**config.mk**
```make
export PLATFORM = sky130hd
export DESIGN_NAME = updown_mod_counter
export DESIGN_NICKNAME = d
export VERILOG_FILES = /design/src/rtl/counter_pkg.sv /design/src/rtl/tick_prescaler.sv /design/src/rtl/updown_mod_counter.sv
export SDC_FILE = /design/constraint.sdc
export NUM_CORES = 1
export LEC_CHECK = 0
export BUFFER_PORTS_ARGS = -buffer_cell sky130_fd_sc_hd__buf_2
export CAP_MARGIN = 0
export CORE_AREA = 2 2 39 41
export DETAILED_ROUTE_END_ITERATION = 7
export DIE_AREA = 0 0 41 43
export GPL_TIMING_DRIVEN = 0
export PLACE_DENSITY_LB_ADDON = 0.3
export RECOVER_POWER = 25
export SLEW_MARGIN = 20
export SYNTH_ARGS = -nofsm -noshare
export SYNTH_HDL_FRONTEND = slang
export SYNTH_SLANG_ARGS = --single-unit
```
**constraint.sdc**
```tcl
create_clock -name clock -period 1.85 [get_ports clock]
set_clock_uncertainty 0.05 [all_clocks]
set_input_delay 0.37 -clock clock [delete_from_list [all_inputs] [get_ports clock]]
set_output_delay 0.37 -clock clock [all_outputs]
set_load 0.01 [all_outputs]
```
**src/rtl/counter_pkg.sv**
```systemverilog
// Shared constants and helpers for the up/down modulus counter family.
package counter_pkg;

  typedef enum logic {
    DIR_DOWN = 1'b0,
    DIR_UP   = 1'b1
  } dir_e;

  typedef enum logic {
    MODE_WRAP = 1'b0,
    MODE_SAT  = 1'b1
  } mode_e;

  // Ceiling log2; returns 0 for n <= 1.
  function automatic int unsigned clog2(input int unsigned n);
    int unsigned r;
    int unsigned v;
    r = 0;
    v = (n > 0) ? n - 1 : 0;
    while (v > 0) begin
      v = v >> 1;
      r++;
    end
    return r;
  endfunction

endpackage

```
**src/rtl/tick_prescaler.sv**
```systemverilog
// Divides enabled cycles by PRESCALE; tick marks the cycle on which a step is taken.
module tick_prescaler
  import counter_pkg::*;
#(
  parameter int unsigned PRESCALE = 1
) (
  input  logic clock,
  input  logic reset,
  input  logic enable,
  input  logic clear,
  output logic tick
);

  localparam int unsigned PW = (clog2(PRESCALE) > 0) ? clog2(PRESCALE) : 1;
  localparam logic [PW-1:0] LAST = PW'(PRESCALE - 1);

  logic [PW-1:0] pre_cnt_q, pre_cnt_d;
  logic          at_last;

  assign at_last = (pre_cnt_q == LAST);
  assign tick    = enable && !clear && at_last;

  always_comb begin
    pre_cnt_d = pre_cnt_q;
    if (clear) begin
      pre_cnt_d = '0;
    end else if (enable) begin
      pre_cnt_d = at_last ? '0 : pre_cnt_q + 1'b1;
    end
  end

  always_ff @(posedge clock or posedge reset) begin
    if (reset) pre_cnt_q <= '0;
    else       pre_cnt_q <= pre_cnt_d;
  end

endmodule

```
**src/rtl/updown_mod_counter.sv**
```systemverilog
// Parametrised up/down counter with modulus, load, wrap/saturate, prescaler,
// terminal-count pulse and sticky overflow.
module updown_mod_counter
  import counter_pkg::*;
#(
  parameter int unsigned       WIDTH    = 4,
  parameter logic [WIDTH-1:0]  MAX_VAL  = {WIDTH{1'b1}},
  parameter int unsigned       PRESCALE = 1,
  parameter int unsigned       SATURATE = 0
) (
  input  logic             clock,
  input  logic             reset,
  input  logic             enable,
  input  logic             up_down,
  input  logic             load,
  input  logic [WIDTH-1:0] load_value,
  input  logic             clear_ovf,
  output logic [WIDTH-1:0] count_out,
  output logic             terminal,
  output logic             overflow,
  output logic             at_max,
  output logic             at_zero
);

  localparam mode_e MODE = (SATURATE != 0) ? MODE_SAT : MODE_WRAP;

  logic [WIDTH-1:0] count_q, count_d;
  logic             terminal_q, terminal_d;
  logic             overflow_q, overflow_d;
  logic             tick;
  logic             boundary;

  tick_prescaler #(
    .PRESCALE(PRESCALE)
  ) u_prescaler (
    .clock (clock),
    .reset (reset),
    .enable(enable),
    .clear (load),
    .tick  (tick)
  );

  always_comb begin
    count_d    = count_q;
    boundary   = 1'b0;
    overflow_d = overflow_q;
    if (load) begin
      count_d = (load_value > MAX_VAL) ? MAX_VAL : load_value;
    end else if (tick) begin
      if (up_down == DIR_UP) begin
        if (count_q == MAX_VAL) begin
          boundary = 1'b1;
          count_d  = (MODE == MODE_SAT) ? MAX_VAL : '0;
        end else begin
          count_d = count_q + 1'b1;
        end
      end else begin
        if (count_q == '0) begin
          boundary = 1'b1;
          count_d  = (MODE == MODE_SAT) ? '0 : MAX_VAL;
        end else begin
          count_d = count_q - 1'b1;
        end
      end
    end
    terminal_d = boundary;
    // Set dominates a simultaneous clear so no boundary event is lost.
    if (clear_ovf) overflow_d = 1'b0;
    if (boundary)  overflow_d = 1'b1;
  end

  always_ff @(posedge clock or posedge reset) begin
    if (reset) begin
      count_q    <= '0;
      terminal_q <= 1'b0;
      overflow_q <= 1'b0;
    end else begin
      count_q    <= count_d;
      terminal_q <= terminal_d;
      overflow_q <= overflow_d;
    end
  end

  assign count_out = count_q;
  assign terminal  = terminal_q;
  assign overflow  = overflow_q;
  assign at_max    = (count_q == MAX_VAL);
  assign at_zero   = (count_q == '0);

endmodule

```
; ---- Yosys cells after proc, flatten, opt, wreduce, memory -nomap -nowiden
; Index checks and enable logic that the tools add are counted.
[totals]
ff_bits = 7
output_inout_bits = 8
wordCells = 33
[op_classes]
addsub = 3
order_cmp = 1
eq_ne = 1
n_mux = 16
bitwise_logic = 1
n_reduce_logical = 7
[op_table]
columns = operator, n
row1 = two-way mux 4 bit, 6
row2 = two-way mux 1 bit, 10
row3 = nonzero test 2 bit, 3
row4 = adder 4 x 1 -> 4 bit (second input constant), 1
row5 = == test 4 bit (second input constant), 1
row6 = > comparator 4 bit (second input constant), 1
row7 = zero test 4 bit, 1
row8 = subtractor 4 x 1 -> 4 bit (second input constant), 1
row9 = logical AND 1 bit, 2
row10 = adder 1 bit (second input constant), 1
row11 = zero test 1 bit, 1
row12 = inverter 1 bit, 1

; ---- Depth between registers and ports, before layout
[logic_depth]
word_depth = 6
depth_mapped = 6

; ---- By module
; Synthesis repeated with hierarchy kept, for this count alone.
[hier_totals]
hier_cells = 51
area_unflattened_um2 = 436.7
[modules_own_cells]
columns = module, n_inst, cells_per_inst, area_each_um2, seq_area_each_um2
row1 = updown_mod_counter, 1, 50, 422.9, 150.1
row2 = tick_prescaler, 1, 1, 13.8, 0.0

; ---- Least setup slack after synthesis
; No wires, ideal clock.
[synth_timing]
kind = register to register
start = register count_q[0], in the netlist count_out[0]
end = register count_q[0], in the netlist count_out[0]
setup_ns = 0.076
arrival_time_ns = 1.492
required_time_ns = 1.724
path_slack_ns = 0.231
path_stages_with_launch = 7
path_buffers = 0
period_less_slack_ns = 1.619
path_cell_list = dfrtp_1 > inv_1 > ha_1 > or3b_2 > a21oi_1 > o22ai_1 > o21ai_1
[synth_between]
elab_chain_len = 5
[synth_lines]
columns = element, line_no
row1 = "start, declared", updown_mod_counter.sv:27  ; logic [WIDTH-1:0] count_q, count_d;
row2 = "start signal, assigned", updown_mod_counter.sv:78  ; count_q <= count_d;
row3 = subtractor 4 x 1 -> 4 bit (tied with other cells), updown_mod_counter.sv:62  ; count_d = count_q - 1'b1;
row4 = "two-way mux 4 bit, on equally long branches", "updown_mod_counter.sv:58, updown_mod_counter.sv:51"
row5 = two-way mux 4 bit *, updown_mod_counter.sv:50  ; if (up_down == DIR_UP) begin
row6 = two-way mux 4 bit *, updown_mod_counter.sv:49  ; end else if (tick) begin
row7 = two-way mux 4 bit *, updown_mod_counter.sv:47  ; if (load) begin
; Every way passes the cells marked *; elsewhere a longest branch is shown, timed or not. The select of a mux whose other input is x is not followed.
; A chain may end at the register's enable or synchronous reset.

; ---- Worst setup path after layout
[layout_timing]
start = register count_q[0], in the netlist count_out[0]
end = output port at_zero
[layout_between]
elab_chain_len = 1
[layout_lines]
columns = element, line_no
row1 = zero test 4 bit, updown_mod_counter.sv:88  ; assign at_zero = (count_q == '0);
row2 = "end, declared", updown_mod_counter.sv:22  ; output logic at_zero
; Every way passes these cells.

==> metrics.txt <==
min-delay worst type input port to register; area post-placement 524 um^2; Worst Hold Path Cells 3; Synth Area per Inst 8.41 um^2; syn nets 63; Setup Slack @ Placement 0.139 ns; unrepaired setup endpoints after global routing no; Yosys reg bits 6; status finished, final reports clean; Worst Hold Launch load_value[0]; WP data required 1.43 ns; Slew headroom roughly four fifths; CTS Root Cell clkbuf_4; final worst path period share 93.6%; CP Capture Type primary output; DIE AREA about 1800 um^2; Final ANT Viol Nets 0; gpl congestion 0.656; initial antenna violation count 0; Max Cap Violations 0; GRT overflow 0; startpoint types register; Initial Util 31.0%; Area growth, synth to finish 30.3%; first-pass GRT wire length 1.54 mm; Detailed Route Iter0 Violations 4; TritonRoute pass-1 iters 4; # IOs 18; critical setup path kind register to primary output; Die Y-Extent 43 um; Netlist cell types 27; post-DP HPWL 679 um; worst-case reg-to-reg path depth 6; antenna cells 0; worst skew pair latency 0.24 ns; maximum VDD drop 326 uV; worst slew pin tran slightly above 0.3 ns; # DRC 0; Setup WS post-layout 0.118 ns; Die W slightly above 40 um; Seq/Total Area, Yosys 35.0%; CP arrival about 1.3 ns; Max Fclk between 500 and 600 MHz; TritonCTS clock tree yes; number of H-tree levels 1; vias in the first global route 384; CP startpoint count_out[0]$_DFFE_PP0P_; synth warn 0; total negative slack 0 ns; Mapped Area 429 um^2; Final Max Tran Viols 0; Placement Rows 14; Detailed Route WL approximately 910 um; total CTS buffers 3; Core Region 1380 um^2; Synth Instances between 50 and 60; input/output buffers 15; share of cells above drive strength 1 about two fifths; largest net degree at the start of global routing 11; vias 420; CP max FO 9; Hold Vio Cnt, Final 0; RR Startpoint count_out[0]$_DFFE_PP0P_; WL/cell 10.5 um; # nets final 84; pwr dens about 760 nW/um^2; CTS clk-pin slew, worst paths 0.04 ns; Sink Count 6; fin crit period approximately 1.7 ns; leakage dissipation 0.000292 uW; Clock Path Buffers 2; DR vias/cell 4.88; GRT Util Overall 13.5%; Final setup viols 0; final instance area 559 um^2
==> worst paths after layout <==
kind | endpoint | slack, ns
setup reg to reg | overflow$_DFFE_PP0P_ | 0.16
min in group asynchronous | overflow$_DFFE_PP0P_ | 0.53
max in group asynchronous | count_out[1]$_DFFE_PP0P_ | 1.01
hold / removal | count_out[0]$_DFFE_PP0P_ | 0.29
hold reg to reg | overflow$_DFFE_PP0P_ | 0.42
setup / recovery | at_zero | 0.12
==> registers in the layout, summed over array words and instances (netlist names) <==
register   flops
count_out      4
overflow       1
terminal       1
==> cells in the final DEF, fill, tap and decap left out, types with 2 or more instances in the layout <==
cell	instances
xnor2_1	2
mux2_2	2
o21ai_0	3
inv_1	6
clkbuf_4	3
ha_1	2
dfrtp_2	2
nand2_1	4
buf_2	16
nor3_1	2
a21oi_1	5
or4_1	2
dfrtp_1	4
==> cell usage after synthesis, drive strengths merged <==
master  instances  area, um^2
a21boi          1        7.51
a21o            1        7.51
a21oi           5        25.0
a311oi          1        8.76
and3            2        13.8
buf             2        8.75
clkbuf          1        5.00
dfrtp           6         150
ha              2        25.0
inv             7        26.3
mux2            2        22.5
mux2i           1        10.0
nand2           4        15.0
nand2b          1        6.26
nor2            1        3.75
nor3            2        10.0
o21ai           4        20.0
o21bai          1        7.51
o22ai           1        6.26
o31a            1        8.76
or3b            1        8.76
or4             2        15.0
xnor2           2        17.5
==> metrics by stage <==
stage | utilization, % | cells | hold slack, ns | power (uW)
final | 40.4 | 86 | 0.289 | 422
after global routing | 40.4 | 86 | 0.276 | 463
after CTS | 40.2 | 86 | 0.283 | 428
after detailed placement | 37.9 | 82 | 0.244 | 306
after global placement | 37.9 | 82 | 0.236 | 305
after floorplan | - | 51 | 0.111 | 262
==> report_power, final <==
part / internal [uW] / total, uW / switching (uW)
combinational: 68.4 / 138 / 69.5
clock: 73.1 / 116 / 42.8
sequential: 147 / 169 / 21.5
==> area by class of cell <==
| cell class | instances | area, um^2 |
|---|---|---|
| fill | 149 | 825 |
| buffer | 3 | 13.8 |
| clock buffer | 3 | 22.5 |
| multi-input combinational | 35 | 239 |
| timing repair buffer | 16 | 85.1 |
| sequential | 6 | 153 |
| inverter | 7 | 26.3 |
| tap | 16 | 20.0 |
==> cell families (layout without fill, tap and decap cells) <==
group | count (synthesis) | count (layout) | synth area share [%]
adders and majority gates | 2 | 2 | 5.83
muxes | 3 | 3 | 7.58
and+or+nand+nor | 13 | 13 | 16.9
buffers and inverters | 10 | 29 | 9.33
DFF | 6 | 6 | 35.0
AOI/OAI and AO/OA | 15 | 15 | 21.3
xor gates and xnor gates | 2 | 2 | 4.08
==> what timing repair did <==
action / CTS / global route
buffers inserted: 0 / 0
endpoints found under the setup margin: 0 / 1
endpoints found under the hold margin: 6 / 0
resized for setup: 0 / 2
hold buffers: 1 / 0
==> per-layer routing <==
layer / vias up / part of all wire [%] / track usage, %
met4: 0 / 3.2 / 10.0
met2: 14 / 47 / 18.8
met1: 185 / 46 / 16.2
li1: 217 / - / -
met5: - / 0 / 0
met3: 4 / 3.9 / 4.71
==> critical path, stage by stage (launching register included) <==
cell	delay (ns)
dfrtp_2	0.45
inv_1	0.08
ha_1	0.21
inv_1	0.06
nor3_1	0.12
buf_2	0.15
(Power assumes the default switching activity.)
